File: src/rtl/enc_pkg.sv
// Shared types and the one-hot to binary encoding rule for the encoder slice.
package enc_pkg;

   localparam int unsigned WIDTH = 15;
   localparam int unsigned BW    = 4;
   localparam logic [BW-1:0] ZERO_CODE = '1;

   typedef struct packed {
      logic [BW-1:0] code;
      logic          err;
   } enc_entry_t;

   // Lowest set bit wins; any further set bit marks the vector illegal.
   // All-zero maps to ZERO_CODE so the block inverts the decoder exactly.
   function automatic enc_entry_t onehot_enc(input logic [WIDTH-1:0] vec);
      enc_entry_t r;
      logic       found;
      r.code = ZERO_CODE;
      r.err  = 1'b0;
      found  = 1'b0;
      for (int unsigned k = 0; k < WIDTH; k++) begin
         if (vec[k]) begin
            if (!found) begin
               r.code = k[BW-1:0];
               found  = 1'b1;
            end else begin
               r.err = 1'b1;
            end
         end
      end
      return r;
   endfunction

endpackage

File: src/rtl/enc_fifo.sv
// DEPTH-entry synchronous FIFO of encoder results with a registered head.
module enc_fifo
   import enc_pkg::*;
#(
   parameter int unsigned DEPTH = 2
) (
   input  logic       clk,
   input  logic       rst,
   input  logic       push,
   input  logic       pop,
   input  enc_entry_t din,
   output enc_entry_t head,
   output logic       full,
   output logic       empty
);

   localparam int unsigned AW = $clog2(DEPTH);
   localparam int unsigned CW = AW + 1;

   enc_entry_t    mem [DEPTH];
   logic [AW-1:0] wr_ptr;
   logic [AW-1:0] rd_ptr;
   logic [AW-1:0] rd_next;
   logic [CW-1:0] count;
   logic [CW-1:0] count_next;
   logic          do_push;
   logic          do_pop;

   assign full  = (count == CW'(DEPTH));
   assign empty = (count == '0);

   always_comb begin
      do_push    = push && !full;
      do_pop     = pop && !empty;
      rd_next    = do_pop ? rd_ptr + AW'(1) : rd_ptr;
      count_next = count + CW'(do_push) - CW'(do_pop);
   end

   always_ff @(posedge clk) begin
      if (do_push) mem[wr_ptr] <= din;
   end

   // Head is preloaded with the entry that will sit at rd_next, taking the
   // incoming word directly when it lands there; it holds once empty.
   always_ff @(posedge clk or negedge rst) begin
      if (!rst) begin
         wr_ptr <= '0;
         rd_ptr <= '0;
         count  <= '0;
         head   <= '0;
      end else begin
         if (do_push) wr_ptr <= wr_ptr + AW'(1);
         rd_ptr <= rd_next;
         count  <= count_next;
         if (count_next != '0)
            head <= (do_push && (wr_ptr == rd_next)) ? din : mem[rd_next];
      end
   end

endmodule

File: src/rtl/enc_onehot2bin_q.sv
// One-hot to binary re-encoder with illegal-vector flag, output FIFO and
// saturating error counter.
module enc_onehot2bin_q #(
   parameter int unsigned WIDTH = 15,
   parameter int unsigned BW    = 4,
   parameter int unsigned DEPTH = 2,
   parameter int unsigned CNT_W = 8
) (
   input  logic             clk,
   input  logic             rst,
   input  logic             in_valid,
   input  logic [WIDTH-1:0] in_vec,
   output logic             in_ready,
   output logic             out_valid,
   output logic [BW-1:0]    out_code,
   output logic             out_err,
   input  logic             out_ready,
   output logic [CNT_W-1:0] err_cnt,
   input  logic             err_clr
);

   enc_pkg::enc_entry_t enc;
   enc_pkg::enc_entry_t head;
   logic                full;
   logic                empty;
   logic                accept;
   logic                release_head;

   assign enc          = enc_pkg::onehot_enc(in_vec);
   assign in_ready     = !full;
   assign out_valid    = !empty;
   assign accept       = in_valid && in_ready;
   assign release_head = out_valid && out_ready;
   assign out_code     = head.code;
   assign out_err      = head.err;

   enc_fifo #(
      .DEPTH(DEPTH)
   ) u_fifo (
      .clk  (clk),
      .rst  (rst),
      .push (accept),
      .pop  (release_head),
      .din  (enc),
      .head (head),
      .full (full),
      .empty(empty)
   );

   always_ff @(posedge clk or negedge rst) begin
      if (!rst) begin
         err_cnt <= '0;
      end else if (err_clr) begin
         err_cnt <= '0;
      end else if (accept && enc.err && (err_cnt != '1)) begin
         err_cnt <= err_cnt + CNT_W'(1);
      end
   end

endmodule

File: config.mk
export PLATFORM = sky130hd
export DESIGN_NAME = enc_onehot2bin_q
export DESIGN_NICKNAME = d
export VERILOG_FILES = /design/src/rtl/enc_pkg.sv /design/src/rtl/enc_fifo.sv /design/src/rtl/enc_onehot2bin_q.sv
export SDC_FILE = /design/constraint.sdc
export NUM_CORES = 1
export LEC_CHECK = 0
export ABC_CLOCK_PERIOD_IN_PS = 3400
export CAP_MARGIN = 30
export CORE_MARGIN = 4
export CORE_UTILIZATION = 25
export DETAILED_ROUTE_END_ITERATION = 6
export MAX_ROUTING_LAYER = met4
export PLACE_DENSITY = 0.47
export SYNTH_ARGS = -nofsm -noshare
export SYNTH_HDL_FRONTEND = slang
export SYNTH_SLANG_ARGS = --single-unit
File: constraint.sdc
create_clock -name clk -period 3.4 [get_ports clk]
set_input_delay 0.34 -clock clk [delete_from_list [all_inputs] [get_ports clk]]
set_output_delay 0.34 -clock clk [all_outputs]
set_load 0.03 [all_outputs]
==> results of run 1 <==
-- registers in the layout (all words and copies together), names as in the netlist --
| signal | cells |
|---|---|
| u_fifo.rd_ptr | 1 |
| u_fifo.wr_ptr | 1 |
| u_fifo.head | 5 |
| u_fifo.count | 2 |
| err_cnt | 8 |
| u_fifo.mem | 10 |
-- kinds of logic (layout without fill, tap and decap cells) --
| group | Yosys count | after routing | synth area share [%] |
|---|---|---|---|
| simple gates | 59 | 59 | 20.9 |
| compound gates | 38 | 38 | 15.6 |
| flops | 27 | 27 | 45.8 |
| buf+inv | 14 | 48 | 5.13 |
| mux | 7 | 7 | 4.98 |
| fa+ha+maj | 5 | 5 | 3.71 |
| xor+xnor | 5 | 5 | 3.95 |
-- placed cells by master (no fill, tap or decap), types with 2 or more instances in the layout --
master,count
a21oi_1,11
nor4_2,2
nor2_1,16
a211oi_1,2
nor4_1,2
mux2i_1,3
nor3_1,2
ha_1,3
or4_1,5
o21ai_0,5
mux2_2,3
o21ai_1,3
clkbuf_8,3
nand2_1,11
dfrtp_1,17
edfxtp_1,10
inv_1,9
nand3_1,6
nor2b_1,2
and3_1,3
xnor2_1,4
o31ai_1,8
clkdlybuf4s50_1,34
-- area by class of cell --
cell class | count | area (um2)
Fill cell | 634 | 4000
Multi-Input combinational cell | 114 | 777
Sequential cell | 27 | 726
Timing Repair Buffer | 34 | 340
Tap cell | 75 | 93.8
Inverter | 10 | 42.5
Clock buffer | 3 | 41.3
Clock inverter | 1 | 5.00
-- power by group --
part / internal (W) / total [W] / switching [W]
Sequential: 0.000437 / 0.000492 / 0.0000548
Combinational: 0.000295 / 0.000688 / 0.000393
Clock: 0.0000820 / 0.000178 / 0.0000962
Total: 0.000814 / 0.00136 / 0.000544
-- worst min-delay path, stage by stage, from the launching register on --
cell     delay [ps]
dfrtp_1         350
nand2_1          40
o21ai_0          60
-- metal layers --
| metal | GRT usage (%) | vias to the layer above | part of all wire, % |
|---|---|---|---|
| li1 | - | 646 | - |
| met1 | 14.0 | 612 | 46 |
| met2 | 17.3 | 26 | 49 |
| met3 | 2.73 | 4 | 3.7 |
| met4 | 1.67 | 0 | 1.1 |
| met5 | - | - | 0 |
-- path summary, 6_finish.rpt --
| path | start | to | slack [ps] | cells after the start |
|---|---|---|---|---|
| setup reg to reg | u_fifo.count[1]$_DFF_PN0_ | u_fifo.head[2]$_DFFE_PN0P_ | 1060 | 8 |
| setup / recovery | in_vec[3] | err_cnt[2]$_DFFE_PN0P_ | 1020 | 8 |
| hold reg to reg | u_fifo.head[4]$_DFFE_PN0P_ | u_fifo.head[4]$_DFFE_PN0P_ | 480 | 2 |
| hold / removal | u_fifo.head[4]$_DFFE_PN0P_ | u_fifo.head[4]$_DFFE_PN0P_ | 480 | 2 |
| min in group asynchronous | rst | u_fifo.count[0]$_DFF_PN0_ | 530 | 1 |
| max in group asynchronous | rst | u_fifo.rd_ptr$_DFF_PN0_ | 2370 | 1 |
-- per-stage QoR --
step,util (%),area [um2],cells
floorplan,-,1580,155
global placement,32.8,1980,260
detailed placement,32.8,1980,260
CTS,33.6,2030,264
global route,33.6,2030,264
finish,33.6,2030,264
==> run_results.csv, run 1 <==
group,metric,value,unit
outcome,outcome,"finished clean",
clocking,cts_hold_buf,0,
clocking,clk_path_buf_depth,2,
critical_path,max_stage_delay,490,ps
yosys,synth_seq_cells,27,
timing,fin_ws,1020,ps
yosys,synth_nets,178,
yosys,synth_most_common_cell,"dfrtp_1",
timing,max_freq,420,MHz
routing,drt-initial-drc-count,89,
clocking,clkTransAtPathRegs,90,ps
timing,setup_viol,0,
critical_path,cp_cell_sequence,"clkdlybuf4s50_1 -> nor4_2 -> nand3_1 -> a222oi_1 -> and4bb_4 -> inv_6 -> nand3_2 -> mux2_4",
cells_and_area,num_antenna_cells,0,
yosys,async_flop_share,63.0,%
global_routing,grt_start_max_net_pins,18,
critical_path,crit_slowest_cell,"clkdlybuf4s50_1",
min_path,min_path_type,"reg2reg",
global_routing,track_usage,10.8,%
yosys,ys_seq_area_share,45.8,%
yosys,yosysTopAreaCell,"dfrtp_1",
timing,drv_slew,0,
yosys,synth_edf_count,10,
yosys,yosysWarningCount,0,
power,finalPower,0.00136,W
routing,route.detailed.wl_per_inst,14.4,um
critical_path,cpLargestDelayFamily,"simple AND/OR/NAND/NOR gates",
timing,hold_violations,0,
flow_run,drv_cap,0,
placed_design,place_ws,739,ps
routing,drtAntennaViolNets,0,
placed_design,finalWeightedCongestion,0.837,
global_routing,grt_pass1_vias,1320,
routing,wirelength,3.80,mm
power,p_per_area,671,nW/um2
floorplanning,rows,28,
floorplanning,num_io_pins,35,
timing,slew-limit-headroom,42.5,%
critical_path,path_buf_inv,2,
timing,tns,0,ps
clocking,clock_tree.root_cell,"clkbuf_8",
power,vdd_drop_max,0.319,mV
critical_path,cp.arrival,2540,ps
timing,period_share,70.0,%
routing,via_per_inst,4.88,
clocking,htreeDepth,1,
critical_path,cp.required,3560,ps
floorplanning,die_h,87.6,um
floorplanning,die_w,87.6,um
yosys,synth_area_leaders,"dfrtp_1 (27%), edfxtp_1 (19%), nor2_1 (3.8%), o31ai_1 (3.8%), a21oi_1 (3.5%)",
cells_and_area,area.growth.synth_to_final,27.9,%
clocking,cts_tree,"built",
timing,clock_skew,6.89,ps
routing,vias,1288,
timing,worst_pin_slew,858,ps
yosys,synth_area,1580,um2
global_routing,antenna_found_initial,0,
timing,fin_crit,2380,ps
critical_path,start_kind,"primary input",
yosys,synth_common_cells,"dfrtp_1 (17), nor2_1 (16), a21oi_1 (11), nand2_1 (11), edfxtp_1 (10)",
critical_path,worstPathMaxFanout,13,
yosys,synthCells,155,
cells_and_area,drive_above_1_share,10.1,%
power,p_leak,0.752,nW
critical_path,cp-end-kind,"flop",
global_routing,grt_overflow,0,
clocking,clk_latency,270,ps
global_routing,grt_pass1_wl,6.41,mm
yosys,yosysUniqueCellTypes,49,
placed_design,port_buffers,34,
yosys,synth-main-ff-cell,"dfrtp_1",
floorplanning,dieArea,7670,um2
yosys,synth_top_area_share,26.9,%
routing,drc_errors,0,
routing,firstDrtPassIters,4,
timing,hold-worst-slack,484,ps
placed_design,hpwl,2.93,mm
clocking,cts-resized-gates,0,
critical_path,critPathKind,"in2reg",
cells_and_area,fin_nets,213,
floorplanning,initial_core_util,26.3,%
floorplanning,core-area,6030,um2
yosys,synth.avg_cell_area,10.2,um2
timing,rsz0062_at_grt,"no",
clocking,post_cts.repair.setup_buffers,0,
clocking,cts.sinks,27,
clocking,cts_buffers,3,
Power figures use the tool's default switching activity.
==> run 2: changes to the inputs <==
Settings changed: ABC_CLOCK_PERIOD_IN_PS 3400 to 2000, PLACE_DENSITY 0.47 to 0.49.
Clock period 3.4 ns to 2 ns, I/O delays scaled along.
==> run_results.csv, run 2 (synthesis gave the netlist of run 1 again) <==
group,metric,value,unit
routing,firstDrtPassIters,4,
critical_path,max_stage_delay,400,ps
global_routing,grt_pass1_wl,6.52,mm
timing,fin_crit,1900,ps
critical_path,crit_slowest_cell,"dfrtp_1",
routing,wirelength,3.99,mm
power,p_leak,1.01,nW
clocking,cts_buffers,3,
routing,vias,1396,
power,p_per_area,1190,nW/um2
cells_and_area,fillCellCount,616,
timing,period_share,94.9,%
flow_run,drv_cap,0,
critical_path,cpLargestDelayFamily,"adder cells",
outcome,outcome,"finished clean",
critical_path,critPathLaunch,"u_fifo.count[0]$_DFF_PN0_",
routing,drc_errors,0,
clocking,clk_latency,270,ps
critical_path,path_buf_inv,1,
critical_path,critPathKind,"reg2reg",
placed_design,port_buffers,34,
cells_and_area,largest_register_ffs,10,
min_path,min_path_type,"in2async",
cells_and_area,regMostFlops,"u_fifo.mem",
floorplanning,dieArea,7670,um2
critical_path,cp.required,2190,ps
global_routing,grt_pass1_vias,1392,
critical_path,cp_cell_sequence,"o21a_1 -> ha_1 -> inv_2 -> ha_4 -> xnor2_4 -> xnor2_4 -> nor2_4 -> o31ai_2",
power,p_switching,0.00113,W
cells_and_area,utilization,40.0,%
power,finalPower,0.00287,W
power,vdd_drop_max,0.809,mV
routing,via_per_inst,4.64,
floorplanning,num_io_pins,35,
floorplanning,initial_core_util,26.3,%
clocking,htreeDepth,1,
power,sw_frac_of_total,39.4,%
routing,drtAntennaViolNets,0,
critical_path,worstPathMaxFanout,5,
floorplanning,rows,28,
critical_path,timing.rr.start,"u_fifo.count[0]$_DFF_PN0_",
placed_design,finalWeightedCongestion,0.818,
clocking,clk_path_buf_depth,2,
cells_and_area,area.growth.synth_to_final,52.3,%
cells_and_area,mostFrequentLayoutCells,"buf_4 (34), clkdlybuf4s50_1 (23), dfrtp_1 (17)",
cells_and_area,final_common_cell,"buf_4",
timing,drv_slew,0,
power,p_seq_share,28.7,%
global_routing,track_usage,10.9,%
global_routing,grt_overflow,0,
clocking,clock_tree.root_cell,"clkbuf_8",
floorplanning,die_h,87.6,um
placed_design,hpwl,2.99,mm
timing,slew-limit-headroom,76.1,%
power,internal-power,0.00174,W
floorplanning,die_w,87.6,um
critical_path,cp-end-kind,"flop",
timing,worst_pin_slew,350,ps
timing,clock_skew,2.39,ps
critical_path,cp.arrival,2080,ps
global_routing,antenna_found_initial,1,
critical_path,start_kind,"flop",
routing,drt-initial-drc-count,40,
routing,route.detailed.wl_per_inst,13.2,um
floorplanning,core-area,6030,um2
clocking,cts_tree,"built",
global_routing,grt_start_max_net_pins,18,
power,pwr-share-comb,60.3,%
clocking,cts.sinks,27,
cells_and_area,biggestRegsByFlops,"u_fifo.mem: 10 flops, err_cnt: 8 flops, u_fifo.head: 5 flops",
clocking,clkTransAtPathRegs,90,ps
timing,hold_violations,0,
cells_and_area,drive_above_1_share,28.4,%
power,pwr-share-clk,11.0,%
timing,max_freq,527,MHz
cells_and_area,fin_nets,249,
critical_path,crit_top_cell,"xnor2_4",
timing,setup_viol,0,
run 2: changes by cell type in the layout (fill, tap and decap cells not counted), sizes merged:
cell,delta
dlygate4sd2,+4
dlymetal6s2s,+7
clkdlybuf4s50,-11
clkinv,-1
buf,+35
clkinvlp,+1
diode,+1
nor2,+1
run 2: layout make-up:
class	instances	area, um2	share of cell area [%]
inverters	10	42.5	1.76
diodes	1	2.50	0.104
clock inverters	1	7.51	0.311
multi-input cells	115	871	36.1
flip-flops and latches	27	726	30.1
repair buffers	69	628	26.0
clock buffers	3	41.3	1.71
well taps	75	93.8	3.89
run 2: repair_timing:
action,4_1_cts,5_1_grt
hold buffers,0,0
buffers inserted,0,1
setup endpoints to repair,7,11
pin swaps,2,7
resized for setup,5,20
gates cloned,0,1
run 2: worst reg2reg max path, cell delays in order, from the launching register on:
cell and delay [ps]:
dfrtp_1 400, o21a_1 200, ha_1 280, inv_2 40
ha_4 160, xnor2_4 140, xnor2_4 270, nor2_4 90
o31ai_2 220
run 2: path summary, 6_finish.rpt:
| kind | endpoint | cells after the start | slack [ps] |
|---|---|---|---|
| max | u_fifo.head[1]$_DFFE_PN0P_ | 8 | 100 |
| min | u_fifo.head[3]$_DFFE_PN0P_ | 2 | 250 |
| max reg2reg | u_fifo.head[1]$_DFFE_PN0P_ | 8 | 100 |
| min reg2reg | u_fifo.head[2]$_DFFE_PN0P_ | 2 | 490 |
| max in group asynchronous | err_cnt[1]$_DFFE_PN0P_ | 2 | 1560 |
| min in group clk | u_fifo.head[2]$_DFFE_PN0P_ | 2 | 490 |
run 2: metal layers:
| layer | up-vias | global-route usage, % | part of all wire [%] | routed length, um |
|---|---|---|---|---|
| met1 | 651 | 14.9 | 49 | 1950 |
| met2 | 21 | 16.7 | 47 | 1890 |
| met3 | 2 | 2.73 | 3.5 | 139 |
| li1 | 722 | - | - | - |
| met5 | - | - | 0 | 0 |
| met4 | 0 | 1.26 | 0.20 | 8 |
run 2: per-stage QoR:
step / cells / worst slack (ps) / hold slack [ps] / instance area (um2) / setup TNS (ps)
floorplan: 155 / 34.6 / -95.6 / 1590 / 0
finish: 301 / 101 / 249 / 2410 / 0
global route: 301 / -4.51 / 257 / 2410 / -4.51
CTS: 298 / 24.5 / 259 / 2300 / 0
global placement: 294 / -362 / 464 / 2250 / -3380
detailed placement: 294 / -378 / 473 / 2250 / -3590
run 2: power groups by stage:
stage | registers (W) | clock network (W) | logic, W
floorplan | 0.000948 | 0 | 0.000713
global placement | 0.000832 | 0 | 0.00136
detailed placement | 0.000839 | 0 | 0.00137
CTS | 0.000827 | 0.000333 | 0.00137
global route | 0.000842 | 0.000359 | 0.00189
finish | 0.000824 | 0.000315 | 0.00173
